`config.mk`:
```
export PLATFORM = sky130hd
export DESIGN_NAME = spi_arbiter_flat
export DESIGN_NICKNAME = d
export VERILOG_FILES = /design/src/rtl/acl2_pkg.sv /design/src/rtl/spi_arbiter_if.sv /design/src/rtl/spi_arbiter.sv /design/src/flat_wrapper.sv
export SDC_FILE = /design/constraint.sdc
export NUM_CORES = 1
export LEC_CHECK = 0
export ABC_CLOCK_PERIOD_IN_PS = 2400
export BUFFER_PORTS_ARGS = -buffer_cell sky130_fd_sc_hd__buf_2
export CORE_MARGIN = 2
export CORE_UTILIZATION = 30
export DETAILED_ROUTE_END_ITERATION = 8
export GPL_ROUTABILITY_DRIVEN = 0
export GPL_TIMING_DRIVEN = 0
export MAX_ROUTING_LAYER = met4
export SLEW_MARGIN = 25
export SYNTH_ARGS = -nofsm -noshare
export SYNTH_HDL_FRONTEND = slang
export SYNTH_SLANG_ARGS = --single-unit
```
`constraint.sdc`:
```
create_clock -name clk -period 2.4 [get_ports clk]
set_input_delay 0.24 -clock clk [delete_from_list [all_inputs] [get_ports clk]]
set_output_delay 0.24 -clock clk [all_outputs]
set_load 0.01 [all_outputs]
```
`src/rtl/acl2_pkg.sv`:
```
// Shared ADXL362 (ACL2) definitions: SPI command bytes, register map, arbiter states.
package acl2_pkg;

  localparam logic [7:0] CMD_WRITE = 8'h0A;
  localparam logic [7:0] CMD_READ  = 8'h0B;

  localparam logic [7:0] REG_DEVID_AD   = 8'h00;
  localparam logic [7:0] REG_XDATA_L    = 8'h0E;
  localparam logic [7:0] REG_FILTER_CTL = 8'h2C;
  localparam logic [7:0] REG_POWER_CTL  = 8'h2D;

  typedef enum logic [2:0] {
    ST_IDLE,
    ST_SETUP,
    ST_SEND,
    ST_WAIT,
    ST_HOLD,
    ST_GAP
  } state_t;

  // Byte idx of a frame: command, address, then write data or read dummy.
  function automatic logic [7:0] frame_byte(input logic write, input logic [7:0] addr,
                                            input logic [7:0] wdata, input int unsigned idx);
    if (idx == 0) return write ? CMD_WRITE : CMD_READ;
    if (idx == 1) return addr;
    return write ? wdata : 8'h00;
  endfunction

endpackage

```
`src/rtl/spi_arbiter_if.sv`:
```
// Requester, read-return and SPI-engine signals of the ACL2 SPI arbiter.
interface spi_arbiter_if;

  logic       req0_valid;
  logic       req0_write;
  logic [7:0] req0_addr;
  logic [7:0] req0_wdata;
  logic [3:0] req0_len;
  logic       req0_ready;

  logic       req1_valid;
  logic       req1_write;
  logic [7:0] req1_addr;
  logic [7:0] req1_wdata;
  logic [3:0] req1_len;
  logic       req1_ready;

  logic       rd_valid;
  logic [7:0] rd_data;
  logic       rd_id;
  logic       done;
  logic       error;

  logic       start;
  logic [7:0] tx_data;
  logic       active;
  logic [7:0] rx_data;
  logic       ncs_o;
  logic       clk_enable;

  // Arbiter side.
  modport master (
    input  req0_valid, req0_write, req0_addr, req0_wdata, req0_len,
    input  req1_valid, req1_write, req1_addr, req1_wdata, req1_len,
    output req0_ready, req1_ready,
    output rd_valid, rd_data, rd_id, done, error,
    output start, tx_data, ncs_o, clk_enable,
    input  active, rx_data
  );

  // Requesters plus SPI engine side.
  modport slave (
    output req0_valid, req0_write, req0_addr, req0_wdata, req0_len,
    output req1_valid, req1_write, req1_addr, req1_wdata, req1_len,
    input  req0_ready, req1_ready,
    input  rd_valid, rd_data, rd_id, done, error,
    input  start, tx_data, ncs_o, clk_enable,
    output active, rx_data
  );

endinterface

```
`src/rtl/spi_arbiter.sv`:
```
// Two-requester round-robin owner of the byte-level SPI engine and ACL2 chip select.
module spi_arbiter
  import acl2_pkg::*;
#(
  parameter int unsigned MAX_BURST   = 8,
  parameter int unsigned CS_SETUP    = 4,
  parameter int unsigned CS_GAP      = 16,
  parameter int unsigned ACT_TIMEOUT = 1024
) (
  input  logic          clk,
  input  logic          rst,
  spi_arbiter_if.master bus
);

  localparam int unsigned IDX_W = $clog2(MAX_BURST + 2);
  localparam int unsigned TMR_W = $clog2(ACT_TIMEOUT + 1);

  state_t           state_q, state_d;
  logic             rr_q, rr_d;
  logic             owner_q, owner_d;
  logic             write_q, write_d;
  logic [7:0]       addr_q, addr_d;
  logic [7:0]       wdata_q, wdata_d;
  logic [IDX_W-1:0] idx_q, idx_d;
  logic [IDX_W-1:0] last_q, last_d;
  logic [TMR_W-1:0] tmr_q, tmr_d, tmr_inc;
  logic             seen_q, seen_d;
  logic             err_q, err_d;

  logic             ready0_q, ready0_d, ready1_q, ready1_d;
  logic             rd_valid_q, rd_valid_d;
  logic [7:0]       rd_data_q, rd_data_d;
  logic             rd_id_q, rd_id_d;
  logic             done_q, done_d;
  logic             error_q, error_d;
  logic             start_q, start_d;
  logic [7:0]       tx_data_q, tx_data_d;
  logic             ncs_q, ncs_d;
  logic             clk_en_q, clk_en_d;

  logic             sel;
  logic [3:0]       len_sel;
  int unsigned      len_n;

  // Saturating phase timer increment.
  assign tmr_inc = (&tmr_q) ? tmr_q : tmr_q + TMR_W'(1);

  // Next-state, arbitration, framing and output decode.
  always_comb begin
    state_d    = state_q;
    rr_d       = rr_q;
    owner_d    = owner_q;
    write_d    = write_q;
    addr_d     = addr_q;
    wdata_d    = wdata_q;
    idx_d      = idx_q;
    last_d     = last_q;
    tmr_d      = tmr_q;
    seen_d     = seen_q;
    err_d      = err_q;
    ready0_d   = 1'b0;
    ready1_d   = 1'b0;
    rd_valid_d = 1'b0;
    rd_data_d  = rd_data_q;
    rd_id_d    = rd_id_q;
    done_d     = 1'b0;
    error_d    = 1'b0;
    start_d    = 1'b0;
    tx_data_d  = tx_data_q;
    ncs_d      = ncs_q;
    clk_en_d   = clk_en_q;
    sel        = 1'b0;
    len_sel    = 4'd0;
    len_n      = 0;

    unique case (state_q)
      ST_IDLE: begin
        if (bus.req0_valid || bus.req1_valid) begin
          // On a tie the pointer names the requester not served last.
          sel      = (bus.req0_valid && bus.req1_valid) ? rr_q : bus.req1_valid;
          rr_d     = ~sel;
          owner_d  = sel;
          write_d  = sel ? bus.req1_write : bus.req0_write;
          addr_d   = sel ? bus.req1_addr  : bus.req0_addr;
          wdata_d  = sel ? bus.req1_wdata : bus.req0_wdata;
          len_sel  = sel ? bus.req1_len   : bus.req0_len;
          len_n    = 32'(len_sel);
          if (len_n == 0) len_n = 1;
          else if (len_n > MAX_BURST) len_n = MAX_BURST;
          last_d   = write_d ? IDX_W'(2) : IDX_W'(len_n + 1);
          ready0_d = ~sel;
          ready1_d = sel;
          idx_d    = '0;
          tmr_d    = '0;
          seen_d   = 1'b0;
          err_d    = 1'b0;
          ncs_d    = 1'b0;
          clk_en_d = 1'b1;
          state_d  = ST_SETUP;
        end
      end

      ST_SETUP: begin
        tmr_d = tmr_inc;
        if (tmr_q >= TMR_W'(CS_SETUP - 1)) begin
          start_d   = 1'b1;
          tx_data_d = frame_byte(write_q, addr_q, wdata_q, 0);
          tmr_d     = '0;
          state_d   = ST_SEND;
        end
      end

      ST_SEND: begin
        tmr_d   = tmr_inc;
        seen_d  = 1'b0;
        state_d = ST_WAIT;
      end

      ST_WAIT: begin
        tmr_d = tmr_inc;
        if (!seen_q) begin
          if (bus.active) begin
            seen_d = 1'b1;
          end else if (tmr_q >= TMR_W'(ACT_TIMEOUT)) begin
            err_d   = 1'b1;
            ncs_d   = 1'b1;
            state_d = ST_HOLD;
          end
        end else if (!bus.active) begin
          if (!write_q && idx_q >= IDX_W'(2)) begin
            rd_valid_d = 1'b1;
            rd_data_d  = bus.rx_data;
            rd_id_d    = owner_q;
          end
          if (idx_q == last_q) begin
            ncs_d   = 1'b1;
            state_d = ST_HOLD;
          end else begin
            idx_d     = idx_q + IDX_W'(1);
            start_d   = 1'b1;
            tx_data_d = frame_byte(write_q, addr_q, wdata_q, 32'(idx_q) + 32'd1);
            tmr_d     = '0;
            state_d   = ST_SEND;
          end
        end
      end

      ST_HOLD: begin
        done_d   = 1'b1;
        error_d  = err_q;
        rd_id_d  = owner_q;
        clk_en_d = 1'b0;
        tmr_d    = '0;
        state_d  = ST_GAP;
      end

      ST_GAP: begin
        tmr_d = tmr_inc;
        if (tmr_q >= TMR_W'(CS_GAP - 1)) state_d = ST_IDLE;
      end

      default: state_d = ST_IDLE;
    endcase
  end

  // State and registered outputs; reset deasserts chip select at once.
  always_ff @(posedge clk or posedge rst) begin
    if (rst) begin
      state_q    <= ST_IDLE;
      rr_q       <= 1'b0;
      owner_q    <= 1'b0;
      write_q    <= 1'b0;
      addr_q     <= '0;
      wdata_q    <= '0;
      idx_q      <= '0;
      last_q     <= '0;
      tmr_q      <= '0;
      seen_q     <= 1'b0;
      err_q      <= 1'b0;
      ready0_q   <= 1'b0;
      ready1_q   <= 1'b0;
      rd_valid_q <= 1'b0;
      rd_data_q  <= '0;
      rd_id_q    <= 1'b0;
      done_q     <= 1'b0;
      error_q    <= 1'b0;
      start_q    <= 1'b0;
      tx_data_q  <= '0;
      ncs_q      <= 1'b1;
      clk_en_q   <= 1'b0;
    end else begin
      state_q    <= state_d;
      rr_q       <= rr_d;
      owner_q    <= owner_d;
      write_q    <= write_d;
      addr_q     <= addr_d;
      wdata_q    <= wdata_d;
      idx_q      <= idx_d;
      last_q     <= last_d;
      tmr_q      <= tmr_d;
      seen_q     <= seen_d;
      err_q      <= err_d;
      ready0_q   <= ready0_d;
      ready1_q   <= ready1_d;
      rd_valid_q <= rd_valid_d;
      rd_data_q  <= rd_data_d;
      rd_id_q    <= rd_id_d;
      done_q     <= done_d;
      error_q    <= error_d;
      start_q    <= start_d;
      tx_data_q  <= tx_data_d;
      ncs_q      <= ncs_d;
      clk_en_q   <= clk_en_d;
    end
  end

  assign bus.req0_ready = ready0_q;
  assign bus.req1_ready = ready1_q;
  assign bus.rd_valid   = rd_valid_q;
  assign bus.rd_data    = rd_data_q;
  assign bus.rd_id      = rd_id_q;
  assign bus.done       = done_q;
  assign bus.error      = error_q;
  assign bus.start      = start_q;
  assign bus.tx_data    = tx_data_q;
  assign bus.ncs_o      = ncs_q;
  assign bus.clk_enable = clk_en_q;

endmodule

```
`src/flat_wrapper.sv`:
```
// flat-port wrapper written by rule: the top's interface ports become plain ports
module spi_arbiter_flat import acl2_pkg::*;
#(
  parameter int unsigned MAX_BURST   = 8,
  parameter int unsigned CS_SETUP    = 4,
  parameter int unsigned CS_GAP      = 16,
  parameter int unsigned ACT_TIMEOUT = 1024
)
  (clk, rst, bus_req0_valid, bus_req0_write, bus_req0_addr, bus_req0_wdata, bus_req0_len, bus_req1_valid, bus_req1_write, bus_req1_addr, bus_req1_wdata, bus_req1_len, bus_req0_ready, bus_req1_ready, bus_rd_valid, bus_rd_data, bus_rd_id, bus_done, bus_error, bus_start, bus_tx_data, bus_ncs_o, bus_clk_enable, bus_active, bus_rx_data);
  spi_arbiter_if bus_i ();
  input  logic clk;
  input  logic rst;
  input wire logic [$bits(bus_i.req0_valid)-1:0] bus_req0_valid;
  input wire logic [$bits(bus_i.req0_write)-1:0] bus_req0_write;
  input wire logic [$bits(bus_i.req0_addr)-1:0] bus_req0_addr;
  input wire logic [$bits(bus_i.req0_wdata)-1:0] bus_req0_wdata;
  input wire logic [$bits(bus_i.req0_len)-1:0] bus_req0_len;
  input wire logic [$bits(bus_i.req1_valid)-1:0] bus_req1_valid;
  input wire logic [$bits(bus_i.req1_write)-1:0] bus_req1_write;
  input wire logic [$bits(bus_i.req1_addr)-1:0] bus_req1_addr;
  input wire logic [$bits(bus_i.req1_wdata)-1:0] bus_req1_wdata;
  input wire logic [$bits(bus_i.req1_len)-1:0] bus_req1_len;
  output wire logic [$bits(bus_i.req0_ready)-1:0] bus_req0_ready;
  output wire logic [$bits(bus_i.req1_ready)-1:0] bus_req1_ready;
  output wire logic [$bits(bus_i.rd_valid)-1:0] bus_rd_valid;
  output wire logic [$bits(bus_i.rd_data)-1:0] bus_rd_data;
  output wire logic [$bits(bus_i.rd_id)-1:0] bus_rd_id;
  output wire logic [$bits(bus_i.done)-1:0] bus_done;
  output wire logic [$bits(bus_i.error)-1:0] bus_error;
  output wire logic [$bits(bus_i.start)-1:0] bus_start;
  output wire logic [$bits(bus_i.tx_data)-1:0] bus_tx_data;
  output wire logic [$bits(bus_i.ncs_o)-1:0] bus_ncs_o;
  output wire logic [$bits(bus_i.clk_enable)-1:0] bus_clk_enable;
  input wire logic [$bits(bus_i.active)-1:0] bus_active;
  input wire logic [$bits(bus_i.rx_data)-1:0] bus_rx_data;
  assign bus_i.req0_valid = bus_req0_valid;
  assign bus_i.req0_write = bus_req0_write;
  assign bus_i.req0_addr = bus_req0_addr;
  assign bus_i.req0_wdata = bus_req0_wdata;
  assign bus_i.req0_len = bus_req0_len;
  assign bus_i.req1_valid = bus_req1_valid;
  assign bus_i.req1_write = bus_req1_write;
  assign bus_i.req1_addr = bus_req1_addr;
  assign bus_i.req1_wdata = bus_req1_wdata;
  assign bus_i.req1_len = bus_req1_len;
  assign bus_req0_ready = bus_i.req0_ready;
  assign bus_req1_ready = bus_i.req1_ready;
  assign bus_rd_valid = bus_i.rd_valid;
  assign bus_rd_data = bus_i.rd_data;
  assign bus_rd_id = bus_i.rd_id;
  assign bus_done = bus_i.done;
  assign bus_error = bus_i.error;
  assign bus_start = bus_i.start;
  assign bus_tx_data = bus_i.tx_data;
  assign bus_ncs_o = bus_i.ncs_o;
  assign bus_clk_enable = bus_i.clk_enable;
  assign bus_i.active = bus_active;
  assign bus_i.rx_data = bus_rx_data;
  spi_arbiter #(.MAX_BURST(MAX_BURST), .CS_SETUP(CS_SETUP), .CS_GAP(CS_GAP), .ACT_TIMEOUT(ACT_TIMEOUT)) u_core (.clk(clk), .rst(rst), .bus(bus_i));
endmodule
```
==> results.json, run 1 <==
{
  "status": "finished clean",
  "fp.dieH_um": 114,
  "hold_violations": 0,
  "numCtsBuffers": 9,
  "antenna_found_initial": 0,
  "wirelength_um": 9570,
  "post_drt_wl_per_cell_um": 16.1,
  "crit_path_end_kind": "register",
  "numPortBuffers": 78,
  "drtAntennaViolNets": 0,
  "syn_to_final_growth_pct": 25.1,
  "via_per_inst": 5.24,
  "grt_max_degree": 42,
  "powerDensity_mw_per_mm2": 1110,
  "arrival_ns": 2.44,
  "hold_class": "in2reg",
  "path_clk_slew_ns": 0.06,
  "timing.fmax_mhz": 450,
  "synth_cell_types": 60,
  "rrSetupSlack_ns": 0.18,
  "register_area_mm2": 0.00170,
  "relSlewSlack_pct": 54.3,
  "fin_area_mm2": 0.00453,
  "layout_setup_ws_ns": 0.178,
  "pre_cts_ws_ns": 0.0167,
  "seq_area_frac_synth_pct": 47.0,
  "syn-cell-area_mm2": 0.00362,
  "required_ns": 2.61,
  "core_mm2": 0.0119,
  "tightest_slew_ns": 0.681,
  "synth_enable_flop_cells": 0,
  "yosys_register_bits": 68,
  "path_class": "reg2reg",
  "initial_core_util_pct": 30.4,
  "rows": 40,
  "multi_input_area_mm2": 0.00177,
  "grt_pass1_wl_um": 16000,
  "min_delay_path_depth": 2,
  "gr-total-overflow": 0,
  "post-route-util_pct": 38.0,
  "dpl.hpwl_um": 7010,
  "grt_pass1_vias": 3098,
  "setup_viol": 0,
  "rsz0062_at_grt": "false",
  "drt_iter0_markers": 184,
  "total_power_mw": 5.02,
  "ir_drop_mv": 0.389,
  "final.setup.tns_ns": 0,
  "placed_area_mm2": 0.00422,
  "fin_cells": 594,
  "leakagePower_nw": 2.21,
  "clock_skew_ns": 0.00771,
  "io-pin-count": 80,
  "cts_buffer_depth": 2,
  "cts_tree": "yes",
  "cap_violations": 0,
  "fp.dieW_um": 114,
  "synth_flop_cell": "dfrtp_1",
  "post-route-period-util_pct": 92.6,
  "htree_num_levels": 3,
  "vias": 3111,
  "drive_gt1_share_pct": 30.4,
  "cts_root_buf": "clkbuf_16",
  "async_flop_share_pct": 100,
  "layout_min_cycle_time_ns": 2.22,
  "fillerInstances": 1182,
  "cts.sinks": 68,
  "yosys_warnings": 0,
  "rr_startpoint": "u_core.state_q[1]",
  "mostFrequentLayoutCells": "buf_2, dfrtp_1, and3_1, nand2_1, nor2_1",
  "grt_usage_pct": 16.0,
  "drtPass1Iterations": 4,
  "drc_errors": 0,
  "clkLatencyLatePin_ns": 0.33,
  "hold_slack_ns": 0.139,
  "nets": 503,
  "dieArea_mm2": 0.0130,
  "diodes": 0,
  "dp_cells": 576,
  "synth_area_per_cell_um2": 10.4,
  "syn-num-nets": 411,
  "final-max-slew-violation-count": 0,
  "cp-startpoint": "u_core.state_q[1]",
  "reg2regPathDepth": 6,
  "postSynthCellCount": 350,
  "final_common_cell": "buf_2",
  "crit_fanout": 10,
  "cp-start-kind": "register",
  "crit_end": "u_core.idx_q[3]",
  "reg2reg_to": "u_core.idx_q[3]"
}
[area by class of cell]
| cell class | instances | area share (%) |
|---|---|---|
| clock buffers | 9 | 4.97 |
| multi-input cells | 247 | 39.1 |
| plain buffers | 22 | 2.29 |
| inverters | 13 | 1.13 |
| clock inverters | 7 | 1.13 |
| flip-flops and latches | 68 | 37.6 |
| repair buffers | 81 | 9.72 |
| well taps | 147 | 4.06 |
[logic make-up after synthesis]
logic type	after synthesis	share of synthesized area, %
XOR/XNOR	5	1.21
AO/OA/AOI/OAI	100	21.5
AND/OR/NAND/NOR	115	17.6
buffers and inverters	35	4.21
multiplexers	21	6.42
adder cells (fa/ha/maj)	6	2.07
flip-flops	68	47.0
[metal layers]
layer / track usage, % / wire [um] / vias to the layer above
met5: - / 0 / -
met1: 20.5 / 4320 / 1521
met4: 3.90 / 82 / 0
li1: - / - / 1502
met3: 3.83 / 454 / 10
met2: 25.7 / 4710 / 78
[flip-flops by register name, indices dropped and copies added (netlist names), 3 cells and up]
| signal | flops |
|---|---|
| u_core.bus.rd_data | 8 |
| u_core.last_q | 4 |
| u_core.addr_q | 8 |
| u_core.idx_q | 4 |
| u_core.bus.tx_data | 8 |
| u_core.tmr_q | 11 |
| u_core.wdata_q | 8 |
| u_core.state_q | 3 |
[timing repair]
action,4_1_cts,5_1_grt
gates resized for setup,0,1
setup buffers,0,1
hold buffers,1,0
endpoints found under the hold margin,27,0
endpoints found under the setup margin,1,10
pin swaps,1,1
[worst min-delay path by stage]
stage,from,slack [ns],endpoint
6_report,bus_rx_data[5],0.14,u_core.bus.rd_data[5]
5_1_grt,bus_rx_data[5],0.13,u_core.bus.rd_data[5]
4_1_cts,bus_rx_data[0],0.13,u_core.bus.rd_data[0]
3_5_place_dp,rst,0.25,u_core.addr_q[1]
3_3_place_gp,bus_rx_data[5],0.47,u_core.bus.rd_data[5]
2_1_floorplan,bus_req1_addr[0],0.39,u_core.addr_q[0]
[cell usage after synthesis, types with 5 or more instances]
master	instances	area (um2)
nand3_1	15	75.1
nor2b_1	6	37.5
clkbuf_1	8	30.0
o31ai_1	7	52.6
o211ai_1	11	82.6
nor2_1	21	78.8
inv_1	13	48.8
o21ai_0	10	50.1
and3_1	23	144
dfrtp_1	67	1680
nand2_1	22	82.6
buf_2	11	55.1
a31oi_1	6	37.5
ha_1	6	75.1
a21oi_1	15	75.1
a221o_1	17	170
mux2_2	18	203
nor3_1	5	25.0
[power breakdown]
part / internal [mW] / switching [mW]
sequential: 1.52 / 0.255
clock: 0.703 / 0.515
combinational: 0.852 / 1.17
[critical path: stages (launching register included)]
cell and delay, ns:
dfrtp_1 0.39, buf_2 0.19, nor3_1 0.43, and2b_1 0.34, buf_2 0.30, nor2_1 0.09, a221o_1 0.36
(Power assumes the default switching activity.)
==> run 2, diff against run 1 <==
MAX_ROUTING_LAYER = unset   (was met4)
==> run 2 against run 1 <==
- sequential power hardly changed
- via count is 0.35% higher
- maximum frequency is 0.24% higher
- critical path depth stayed put
- wire length is 0.11% higher
- register-to-register slack hardly changed
- largest cell class unchanged
- final area stayed put
- highest routed layer unchanged
- critical path type unchanged
==> results.json, run 2 (same netlist as run 1, synthesis figures left out) <==
{
  "status": "finished clean",
  "grt_max_degree": 42,
  "wirelength_um": 9580,
  "io-pin-count": 80,
  "cp-start-kind": "register",
  "drive_gt1_share_pct": 30.4,
  "total_power_mw": 5.02,
  "grt_usage_pct": 15.5,
  "ir_drop_mv": 0.388,
  "placed_area_mm2": 0.00422,
  "hold_violations": 0,
  "reg2reg_to": "u_core.idx_q[3]",
  "numPortBuffers": 78,
  "final.setup.tns_ns": 0,
  "largest_reg_flops": 11,
  "post_drt_wl_per_cell_um": 16.1,
  "drt_iter0_markers": 185,
  "nets": 503,
  "initial_core_util_pct": 30.4,
  "min_delay_path_depth": 2,
  "hold_slack_ns": 0.141,
  "worstHoldEndpoint": "u_core.bus.rd_data[5]",
  "final-max-slew-violation-count": 0,
  "mostFrequentLayoutCells": "buf_2, dfrtp_1, and3_1, nand2_1, nor2_1",
  "rows": 40,
  "numCtsBuffers": 9,
  "via_per_inst": 5.26,
  "cts.sinks": 68,
  "min-delay-start": "bus_rx_data[5]",
  "vias": 3122,
  "leakagePower_nw": 2.21,
  "fp.dieH_um": 114,
  "cts_root_buf": "clkbuf_16",
  "antenna_found_initial": 0,
  "required_ns": 2.61,
  "crit_path_end_kind": "register",
  "final_common_cell": "buf_2",
  "grt_pass1_wl_um": 16000,
  "setup_viol": 0,
  "timing.fmax_mhz": 451,
  "diodes": 0,
  "reg2regPathDepth": 6,
  "drc_errors": 0,
  "path_class": "reg2reg",
  "clkLatencyLatePin_ns": 0.33,
  "cap_violations": 0,
  "clock_skew_ns": 0.00790,
  "htree_num_levels": 3,
  "arrival_ns": 2.43,
  "rrSetupSlack_ns": 0.18,
  "gr-total-overflow": 0,
  "cts_buffer_depth": 2,
  "dieArea_mm2": 0.0130,
  "layout_min_cycle_time_ns": 2.22,
  "syn_to_final_growth_pct": 25.1,
  "dpl.hpwl_um": 7010,
  "post-route-util_pct": 38.0,
  "grt_pass1_vias": 3095,
  "drtPass1Iterations": 4,
  "core_mm2": 0.0119,
  "drtAntennaViolNets": 0,
  "relSlewSlack_pct": 53.9,
  "tightest_slew_ns": 0.687,
  "fin_area_mm2": 0.00453,
  "powerDensity_mw_per_mm2": 1110,
  "fp.dieW_um": 114,
  "hold_class": "in2reg",
  "rsz0062_at_grt": "false",
  "cts_tree": "yes",
  "post-route-period-util_pct": 92.4,
  "path_clk_slew_ns": 0.06,
  "largest_register": "u_core.tmr_q",
  "crit_fanout": 10,
  "rr_startpoint": "u_core.state_q[1]"
}
-- run 2: cell counts in the layout (fill, tap and decap cells not counted) --
Identical to the previous run, type by type.
-- run 2: through the flow --
stage / worst slack, ns / cells
final: 0.183 / 594
after global routing: 0.0137 / 594
after CTS: 0.0356 / 593
after detailed placement: 0.0167 / 576
after global placement: -0.409 / 575
after floorplan: 0.327 / 350
-- run 2: layout make-up --
type	count	area [um2]
buffer	22	104
clock buffer	9	225
sequential	68	1700
tap	147	184
fill	1182	7380
multi-input combinational	247	1770
timing repair buffer	81	440
clock inverter	7	51.3
inverter	13	51.3
-- run 2: worst max path at each step --
stage	to	slack [ns]	depth (start not counted)	from
final	u_core.idx_q[3]	0.18	6	u_core.state_q[1]
after global routing	u_core.tmr_q[6]	0.01	6	u_core.tmr_q[0]
after CTS	u_core.bus.tx_data[2]	0.04	5	u_core.tmr_q[0]
after detailed placement	u_core.bus.tx_data[3]	0.02	5	u_core.tmr_q[0]
after global placement	u_core.tmr_q[1]	-0.41	2	rst
after floorplan	u_core.bus.tx_data[0]	0.33	5	u_core.tmr_q[0]
-- run 2: worst max-delay path, stage by stage (launching register included) --
cell and delay, ns:
dfrtp_1 0.39, buf_2 0.20, nor3_1 0.42, and2b_1 0.34, buf_2 0.29, nor2_1 0.10
a221o_1 0.36
-- run 2: repair_timing --
item                                    CTS  global route
hold buffers                              1             0
endpoints found under the hold margin    27             0
setup buffers                             0             1
endpoints found under the setup margin    1            10
resized for setup                         0             1
pin swaps                                 1             1
-- run 2: power by group --
part	total [mW]	internal [mW]	switching, mW
sequential	1.78	1.52	0.257
combinational	2.03	0.852	1.18
clock	1.22	0.703	0.513
-- run 2: layer usage --
layer  up-vias  global-route usage [%]  wire, um
met3         7                    3.51       451
li1       1498                       -         -
met1      1523                    20.6      4350
met2        94                    25.6      4710
met4         0                    4.15        63
met5         -                       0         0
